==> config.mk <==
export PLATFORM = sky130hd
export DESIGN_NAME = alu_mdu_control
export DESIGN_NICKNAME = d
export VERILOG_FILES = /design/src/rtl/alu_mdu_control.sv
export SDC_FILE = /design/constraint.sdc
export NUM_CORES = 1
export LEC_CHECK = 0
export ABC_AREA = 1
export ABC_CLOCK_PERIOD_IN_PS = 1590
export CAP_MARGIN = 20
export CORE_MARGIN = 2
export CORE_UTILIZATION = 31
export DETAILED_ROUTE_END_ITERATION = 12
export PLACE_DENSITY = 0.7
export SYNTH_ARGS = -nofsm -noshare
export SYNTH_HDL_FRONTEND = slang
export SYNTH_SLANG_ARGS = --single-unit
==> constraint.sdc <==
create_clock -name Clk -period 1.59 [get_ports Clk]
set_input_delay 0.159 -clock Clk [delete_from_list [all_inputs] [get_ports Clk]]
set_output_delay 0.159 -clock Clk [all_outputs]
set_load 0.03 [all_outputs]
==> src/rtl/alu_mdu_control.sv <==
// EX-stage ALU/MDU control: combinational ALU/result-select decode plus a
// start/run/done sequencer for iterative MULTU/DIVU with stall, commit and abort.
module alu_mdu_control #(
    parameter int WIDTH       = 32,
    parameter bit SUPPORT_DIV = 1'b1,
    localparam int CNT_W      = $clog2(WIDTH + 1)
) (
    input  logic             Clk,
    input  logic             Reset,
    input  logic [1:0]       ALUOp,
    input  logic [5:0]       Funct,
    input  logic             Valid,
    input  logic             Kill,
    output logic [2:0]       ALUOperation,
    output logic [1:0]       Sel,
    output logic [5:0]       MDUOperation,
    output logic             MDUStart,
    output logic             HiLoWrite,
    output logic             Stall,
    output logic             Busy,
    output logic [CNT_W-1:0] Count
);

    localparam logic [2:0] ALU_ADD = 3'b010;
    localparam logic [2:0] ALU_SUB = 3'b110;
    localparam logic [2:0] ALU_AND = 3'b000;
    localparam logic [2:0] ALU_OR  = 3'b001;
    localparam logic [2:0] ALU_SLT = 3'b111;
    localparam logic [2:0] ALU_SRL = 3'b011;

    localparam logic [5:0] FN_ADD   = 6'b100000;
    localparam logic [5:0] FN_SUB   = 6'b100010;
    localparam logic [5:0] FN_AND   = 6'b100100;
    localparam logic [5:0] FN_OR    = 6'b100101;
    localparam logic [5:0] FN_SLT   = 6'b101010;
    localparam logic [5:0] FN_SRL   = 6'b000010;
    localparam logic [5:0] FN_MFHI  = 6'b010000;
    localparam logic [5:0] FN_MFLO  = 6'b010010;
    localparam logic [5:0] FN_MULTU = 6'b011001;
    localparam logic [5:0] FN_DIVU  = 6'b011011;
    localparam logic [5:0] OP_HILO  = 6'b111111;

    localparam logic [CNT_W-1:0] CNT_LAST = CNT_W'(WIDTH - 1);

    typedef enum logic [1:0] {
        ST_IDLE = 2'b00,
        ST_RUN  = 2'b01,
        ST_DONE = 2'b10
    } state_t;

    state_t           state_r, state_nxt_s;
    logic [CNT_W-1:0] count_r, count_nxt_s;
    logic [5:0]       mdu_op_r, mdu_op_nxt_s;
    logic [2:0]       alu_op_s;
    logic [1:0]       sel_s;
    logic             is_mdu_s, start_s;
    logic             mdu_start_s, stall_fsm_s, hlw_fsm_s;

    assign is_mdu_s = (Funct == FN_MULTU) || ((SUPPORT_DIV != 1'b0) && (Funct == FN_DIVU));
    assign start_s  = Valid && (ALUOp == 2'b10) && is_mdu_s && !Kill;

    // ALU operation and result-select decode
    always_comb begin
        alu_op_s = 3'bxxx;
        sel_s    = 2'b00;
        case (ALUOp)
            2'b00: alu_op_s = ALU_ADD;
            2'b01: alu_op_s = ALU_SUB;
            2'b10: begin
                case (Funct)
                    FN_ADD:   alu_op_s = ALU_ADD;
                    FN_SUB:   alu_op_s = ALU_SUB;
                    FN_AND:   alu_op_s = ALU_AND;
                    FN_OR:    alu_op_s = ALU_OR;
                    FN_SLT:   alu_op_s = ALU_SLT;
                    FN_SRL:   alu_op_s = ALU_SRL;
                    FN_MULTU: alu_op_s = ALU_ADD;
                    FN_MFHI: begin
                        alu_op_s = ALU_ADD;
                        sel_s    = 2'b01;
                    end
                    FN_MFLO: begin
                        alu_op_s = ALU_ADD;
                        sel_s    = 2'b10;
                    end
                    FN_DIVU: begin
                        if (SUPPORT_DIV != 1'b0) begin
                            alu_op_s = ALU_ADD;
                        end else begin
                            alu_op_s = 3'bxxx;
                        end
                    end
                    default: alu_op_s = 3'bxxx;
                endcase
            end
            default: alu_op_s = 3'bxxx;
        endcase
    end

    // Sequencer next-state, counter and latched-operation logic
    always_comb begin
        state_nxt_s  = state_r;
        count_nxt_s  = count_r;
        mdu_op_nxt_s = mdu_op_r;
        mdu_start_s  = 1'b0;
        stall_fsm_s  = 1'b0;
        hlw_fsm_s    = 1'b0;
        case (state_r)
            ST_IDLE: begin
                count_nxt_s = '0;
                if (start_s) begin
                    mdu_start_s  = 1'b1;
                    stall_fsm_s  = 1'b1;
                    state_nxt_s  = ST_RUN;
                    mdu_op_nxt_s = Funct;
                end else begin
                    mdu_op_nxt_s = 6'b000000;
                end
            end
            ST_RUN: begin
                stall_fsm_s = 1'b1;
                if (Kill) begin
                    state_nxt_s  = ST_IDLE;
                    count_nxt_s  = '0;
                    mdu_op_nxt_s = 6'b000000;
                end else begin
                    count_nxt_s = count_r + CNT_W'(1);
                    if (count_r == CNT_LAST) begin
                        state_nxt_s  = ST_DONE;
                        mdu_op_nxt_s = OP_HILO;
                    end else begin
                        state_nxt_s = ST_RUN;
                    end
                end
            end
            ST_DONE: begin
                // The MULTU/DIVU leaving EX here must not retrigger, so no start check.
                hlw_fsm_s    = 1'b1;
                state_nxt_s  = ST_IDLE;
                count_nxt_s  = '0;
                mdu_op_nxt_s = 6'b000000;
            end
            default: begin
                state_nxt_s  = ST_IDLE;
                count_nxt_s  = '0;
                mdu_op_nxt_s = 6'b000000;
            end
        endcase
    end

    // Sequencer state registers
    always_ff @(posedge Clk or posedge Reset) begin
        if (Reset) begin
            state_r  <= ST_IDLE;
            count_r  <= '0;
            mdu_op_r <= 6'b000000;
        end else begin
            state_r  <= state_nxt_s;
            count_r  <= count_nxt_s;
            mdu_op_r <= mdu_op_nxt_s;
        end
    end

    // Kill and Reset both mask the pulses immediately, not one edge later.
    assign ALUOperation = alu_op_s;
    assign Sel          = sel_s;
    assign MDUOperation = mdu_op_r;
    assign MDUStart     = mdu_start_s && !Reset;
    assign Stall        = stall_fsm_s && !Kill && !Reset;
    assign HiLoWrite    = hlw_fsm_s && !Kill && !Reset;
    assign Busy         = (state_r != ST_IDLE);
    assign Count        = count_r;

endmodule

* Word-level counts from Yosys, hierarchy flattened
Index checks and enable logic that the tools add are counted.
Operators by class: muxes and demuxes 18, $add $sub $neg 1, equality and inequality tests 17, reductions and logical operators 15
Operators with widths (number):
- 6-bit by 5-bit equality test with 1-bit output, second input constant | 5
- 6-bit equality test, second input constant | 5
- 6-bit 2-to-1 mux | 5
- 3-bit case mux with 6 select lines | 1
- 6-bit case mux with 2 select lines | 1
- 3-bit case mux with 3 select lines | 1
- 1-bit logical AND | 8
- 2-bit 2-to-1 mux | 4
- 2-bit case mux with 2 select lines | 2
- 6-bit by 1-bit adder with 6-bit output, second input constant | 1
- 6-bit by 2-bit equality test with 1-bit output, second input constant | 1
- 5-bit OR reduction | 1
- 2-bit by 1-bit equality test with 1-bit output, second input constant | 2
- 2-bit equality test, second input constant | 2
- 2-bit logical NOT | 2
- 1-bit 2-to-1 mux | 3
- 3-bit != test, second input constant | 1
- 1-bit logical NOT | 2
- 2-bit != test, second input constant | 1
- 1-bit case mux with 2 select lines | 1
- 2-bit nonzero test | 1
- 1-bit logical OR | 1
Word-level totals: input bits 12, flip-flop bits (word level) 14, output and inout port bits 21, word-level logic and storage cells 54

* Longest topological paths before layout
Gate-level depths: netlist of the first run.
word-level depth 8, mapped depth 8, depth with buffers taken out 8

* Least setup slack after synthesis of the first run
OpenSTA, ideal clock, no wires.
path kind input to output, start point input ALUOp[0], end point output Sel[0], arrival 1.415 ns, setup slack 0.016 ns, required time 1.431 ns, stages 4, cell sequence inv_1 -> ha_1 -> inv_1 -> nor4_1
Between the ends: cells in the longest elaborated chain, start to end 2
Ends and longest elaborated chain:
- start: declaration | RTL line 10 | input logic [1:0] ALUOp,
- 2-bit equality test | RTL line 66 | case (ALUOp)
- 2-bit 2-to-1 mux | RTL line 66
- end: declaration | RTL line 15 | output logic [1:0] Sel,
Every way passes these cells.

* Worst setup path after layout of the first run
start point register count_r[1] (netlist: Count[1]), end point output Count[1]
RTL lines:
- start: declaration | RTL line 52 | logic [CNT_W-1:0] count_r, count_nxt_s;
- start signal: assignment | RTL line 159 | count_r <= count_nxt_s;
- end: declaration | RTL line 21 | output logic [CNT_W-1:0] Count
No word-level cell between the ends.

==> results of run 1 <==
[logic make-up after synthesis]
family                   synth area share
AO/OA/AOI/OAI                      0.0733
flip-flops                          0.427
AND/OR/NAND/NOR                     0.330
adder cells (fa/ha/maj)            0.0458
buffers and inverters               0.102
XOR/XNOR                           0.0214
[final cells by class]
type	instances	area [um^2]	area share
timing repair buffer	50	448	0.326
clock buffer	4	36.3	0.0264
tap	30	37.5	0.0273
multi-input combinational	72	423	0.308
sequential	14	350	0.255
inverter	21	78.8	0.0574
[sequential cells by signal, summed over array words and instances (netlist names)]
register and flops:
MDUOperation 6, Count 6, state_r 2
[power by group through the flow]
stage	Sequential, uW	Combinational (uW)	Clock, uW
2_1_floorplan	364	46.2	0
3_3_place_gp	364	121	0
3_5_place_dp	364	124	0
4_1_cts	357	132	261
5_1_grt	357	141	273
6_report	357	131	253
[final timing paths]
check	from	to	slack [ns]
max in group asynchronous	Reset	Count[3]	0.87
min in group Clk	Funct[1]	MDUOperation[1]	0.47
setup / recovery	Count[1]	Count[1]	0.07
setup reg to reg	Count[0]	MDUOperation[0]	0.18
hold reg to reg	MDUOperation[1]	MDUOperation[1]	0.49
hold / removal	Reset	state_r[0]	0.36
[cell usage in the layout, fill, tap and decap left out, types with 3 or more instances in the layout]
cell,Yosys,layout
clkbuf_4,0,3
clkdlybuf4s50_1,0,13
nor2_1,18,15
dfrtp_1,14,14
nand2_1,15,15
dlygate4sd2_1,0,9
a21oi_1,5,3
inv_1,20,20
nor2_4,0,3
nor2_2,4,4
buf_6,0,4
nand3_1,10,9
buf_4,0,21
nand2_2,4,4
[what timing repair did]
item                       in CTS  in global routing
hold buffers                    0                  0
buffers inserted                2                  0
setup endpoints to repair       7                  2
resized for setup              26                  2
pin swaps                       8                  0
[routing by layer]
| metal | vias to the layer above | global-route usage | wire length [um] |
|---|---|---|---|
| met3 | 6 | 0.0375 | 81 |
| met1 | 410 | 0.167 | 887 |
| met2 | 26 | 0.264 | 1120 |
| met4 | 0 | 0.0348 | 34 |
| li1 | 441 | - | - |
| met5 | - | 0 | 0 |
[metrics by stage]
stage / hold WS [ns] / instance area (um^2) / setup slack [ns] / instances / utilization
after floorplan: 0.0482 / 820 / 0.0155 / 108 / -
after global placement: 0.467 / 1270 / -0.358 / 185 / 0.510
after detailed placement: 0.470 / 1270 / -0.398 / 185 / 0.510
after CTS: 0.375 / 1370 / 0.0196 / 191 / 0.548
after global routing: 0.428 / 1370 / 0.000554 / 191 / 0.550
final: 0.358 / 1370 / 0.0723 / 191 / 0.550
==> qor.csv, run 1 <==
metric,value,unit
vias in the first global route,924,
top-count cell post-synth,inv_1,
Least-Margin Pin Slew,0.540,ns
cells along the critical path,clkdlybuf4s50_1,
synth cell count leaders,"inv_1 (20), nor2_1 (18), nand2_1 (15)",
Pwr Total,741,uW
reg2reg path depth,7,
final WL,2130,um
Worst VDD drop,0.760,mV
WS Path Type,reg -> out,
unrepaired setup endpoints after global routing,false,
H-tree lvl count,1,
Via density,4.62,
number of synthesized register bits,14,
synth warn,0,
top-area cell type share of the netlist area,0.427,
P_sw,181,uW
initial core utilization,0.328,
setup TNS,0,ns
first-pass GRT wire length,3660,um
syn_area_per_cell,7.59,um^2
Clock Power Share,0.342,
final hold vios,0,
Area Overhead vs Synth,67.6,%
PD cells,539,nW/um^2
CP required,1.43,ns
cell leakage power,0.000720,uW
top_reg_cell synth,dfrtp_1,
"delay-heaviest family, CP",buffers and inverters,
Comb power frac,0.176,
CP max-delay cell,clkdlybuf4s50_1,
routability cong.,0.817,
clk buf depth,2,
largest net degree at the start of global routing,15,
TritonRoute pass-1 iters,4,
Syn Inst Count,108,
worst-skew pair later-pin latency,0.28,ns
Finish-stage setup viols,0,
biggest area consumer among synthesized cells,dfrtp_1,
CTS tree,yes,
Critical Path Fanout Max,4,
"EDFF count, synth",0,
die area,3070,um^2
Unique masters post-synth,20,
via count,883,
Max Cap Viol,0,
Die X,55.4,um
PortBufs,32,
final net count,177,
Syn Nets,123,
Worst slew margin,0.639,
"slowest stage delay, CP",0.69,ns
internal power,560,uW
period utilization,0.955,
layout cell share with drive strength beyond 1,0.298,
fill count,229,
DPL Wire Length,1780,um
status,"finished, final reports clean",
DIE HEIGHT,55.4,um
CP Data Arrival Time,1.36,ns
Final Critical Period,1.52,ns
TritonCTS Buffers,3,
Reg power frac,0.481,
synth top area cells,"dfrtp_1 (43%), inv_1 (9.2%), nor2_1 (8.2%)",
Worst-path clk slew,0.09,ns
Mapped Area,820,um^2
grt ovf,0,
Hold Path Class,in -> async,
final antenna-violating net count,0,
clock sinks,14,
Setup crit end kind,primary output,
Root Buffer,clkbuf_4,
row count,18,
Post-synth ARST share,1.00,
WL/cell,11.1,um
Worst Setup Start Kind,register,
Core Area,2500,um^2
GRT Total Usage,0.144,
sequential area share after synthesis,0.427,
"Buf+Inv Stages, Crit Path",1,
Switching Share,0.244,
initial antenna violation count,0,
Crit. path cell count,1,
Ports,33,
Fmax,659,MHz
Final Slew Violations,0,
DRC,0,
ANT cells,0,
Iteration-0 DRC Markers,8,
clock skew,0.00284,ns
Power figures use the tool's default switching activity.
==> run 2: changes to the inputs <==
--- a/config.mk
+++ b/config.mk
@@ -11,7 +11,9 @@
 export CORE_MARGIN = 2
 export CORE_UTILIZATION = 31
 export DETAILED_ROUTE_END_ITERATION = 12
+export GPL_ROUTABILITY_DRIVEN = 1
 export PLACE_DENSITY = 0.7
+export SETUP_SLACK_MARGIN = 0.15
 export SYNTH_ARGS = -nofsm -noshare
 export SYNTH_HDL_FRONTEND = slang
 export SYNTH_SLANG_ARGS = --single-unit
==> qor.csv, run 2 (synthesis results as in run 1) <==
metric,value,unit,change
status,"finished, final reports clean",,
Max Cap Viol,0,,unchanged
Worst slew margin,0.643,,+0.00357
unrepaired setup endpoints after global routing,true,,
initial core utilization,0.328,,unchanged
CP Data Arrival Time,1.27,ns,-0.09 ns
PD cells,517,nW/um^2,-4.1%
CTS tree,yes,,
row count,18,,unchanged
Least-Margin Pin Slew,0.535,ns,-0.00535 ns
GRT Total Usage,0.150,,+0.00553
Critical Path Fanout Max,4,,unchanged
"commonest non-fill, non-tap cell in the layout",buf_4,,
CP max-delay cell,dlygate4sd2_1,,
gr busiest metal,met2,,
TritonCTS Buffers,3,,unchanged
WS Path Type,in -> out,,
grt ovf,0,,unchanged
Worst VDD drop,0.707,mV,-6.9%
TritonRoute pass-1 iters,4,,unchanged
R2R Setup Slk,0.23,ns,+0.05 ns
R2R Path Start,Count[1],,
Fmax,700,MHz,+6.2%
setup ws final,0.161,ns,+0.0887 ns
layout cell share with drive strength beyond 1,0.394,,+0.0958
end-of-flow core utilization,0.580,,+0.0305
vias in the first global route,862,,-6.7%
"slowest stage delay, CP",0.25,ns,-0.44 ns
clock skew,0.00488,ns,+0.00204 ns
Hold Path Class,in -> async,,
DPL Wire Length,1620,um,-8.9%
final antenna-violating net count,0,,unchanged
routability cong.,0.779,,-4.7%
met1 Resource Use GR,0.176,,+0.00929
Via density,4.64,,+0.39%
H-tree lvl count,1,,unchanged
period utilization,0.899,,-0.0558
fill count,229,,unchanged
final hold vios,0,,unchanged
clk buf depth,2,,unchanged
largest net degree at the start of global routing,15,,unchanged
dpl ws,-0.410,ns,-0.0120 ns
Crit path top cell by count,buf_6,,
final net count,181,,+2.3%
Pwr Total,750,uW,+1.3%
Root Buffer,clkbuf_4,,
Die X,55.4,um,unchanged
most frequent cells in the layout,"buf_4 (21), dlygate4sd2_1 (17), inv_1 (16)",,
DIE HEIGHT,55.4,um,unchanged
ANT cells,0,,unchanged
Iteration-0 DRC Markers,10,,+2
Core Area,2500,um^2,unchanged
final WL,2320,um,+9.3%
first-pass GRT wire length,3710,um,+1.3%
Final Critical Period,1.43,ns,-0.0887 ns
PortBufs,32,,unchanged
crit path from,ALUOp[0],,
die area,3070,um^2,unchanged
clock sinks,14,,unchanged
DRC,0,,unchanged
Final Slew Violations,0,,unchanged
WL/cell,11.9,um,+7.0%
Area Overhead vs Synth,76.9,%,
Worst Setup Start Kind,primary input,,
reg2reg path depth,7,,unchanged
cells along the critical path,dlygate4sd2_1 -> inv_2 -> ha_4 -> buf_6 -> nand3_2 -> nor2_4 -> nand2_4 -> a21oi_4 -> buf_6,,
Ports,33,,unchanged
r2r endpoint,MDUOperation[3],,
Setup crit end kind,primary output,,
cell leakage power,0.000765,uW,+6.2%
CP required,1.43,ns,about the same
Post-CTS Hold Buffers,0,,unchanged
GR Util met2,0.269,,+0.00510
initial antenna violation count,0,,unchanged
grt met3 use,0.0398,,+0.00234
Worst-path clk slew,0.09,ns,about the same
worst-skew pair later-pin latency,0.28,ns,about the same
Finish-stage setup viols,0,,unchanged
via count,905,,+2.5%
==> run 2: layout make-up <==
type	count	area (um^2)	area share
flip-flops and latches	14	350	0.242
inverters	21	81.3	0.0561
repair buffers	54	462	0.318
multi-input cells	72	483	0.333
well taps	30	37.5	0.0259
clock buffers	4	36.3	0.0250
==> run 2: layer usage <==
layer / vias up / part of all wire
li1: 460 / -
met1: 426 / 0.42
met2: 17 / 0.54
met3: 2 / 0.036
met4: 0 / 0.0056
met5: - / 0
==> run 2: worst max-delay path: cells and delay by family <==
kind / cells / cell delay, ns
compound gates: 1 / 0.12
simple gates: 3 / 0.30
buf+inv: 4 / 0.55
fa+ha+maj: 1 / 0.13
==> run 2: worst max-delay path by stage <==
stage | end | slack, ns | cells after the start
CTS | Stall | 0.09 | 5
global placement | ALUOperation[1] | -0.35 | 5
finish | Stall | 0.16 | 9
detailed placement | ALUOperation[1] | -0.41 | 6
global route | Stall | 0.09 | 5
floorplan | MDUOperation[0] | 0.17 | 7
==> run 2: what timing repair did <==
action                     4_1_cts  5_1_grt
setup endpoints to repair       20        9
pin swaps                       10        8
resized for setup               46       21
setup buffers                    3        6
==> run 2: through the flow <==
stage / instance area, um^2 / setup TNS [ns] / hold slack, ns / cells
3_3_place_gp: 1260 / -0.840 / 0.467 / 182
4_1_cts: 1350 / 0 / 0.329 / 189
5_1_grt: 1450 / 0 / 0.434 / 195
6_report: 1450 / 0 / 0.367 / 195
3_5_place_dp: 1260 / -1.07 / 0.466 / 182
2_1_floorplan: 830 / 0 / 0.0482 / 108
==> run 2: power by group <==
group,internal [uW],switching (uW),leakage (uW)
Sequential,356,0.323,0.000196
Clock,139,116,0.0000210
Combinational,63.8,74.4,0.000548
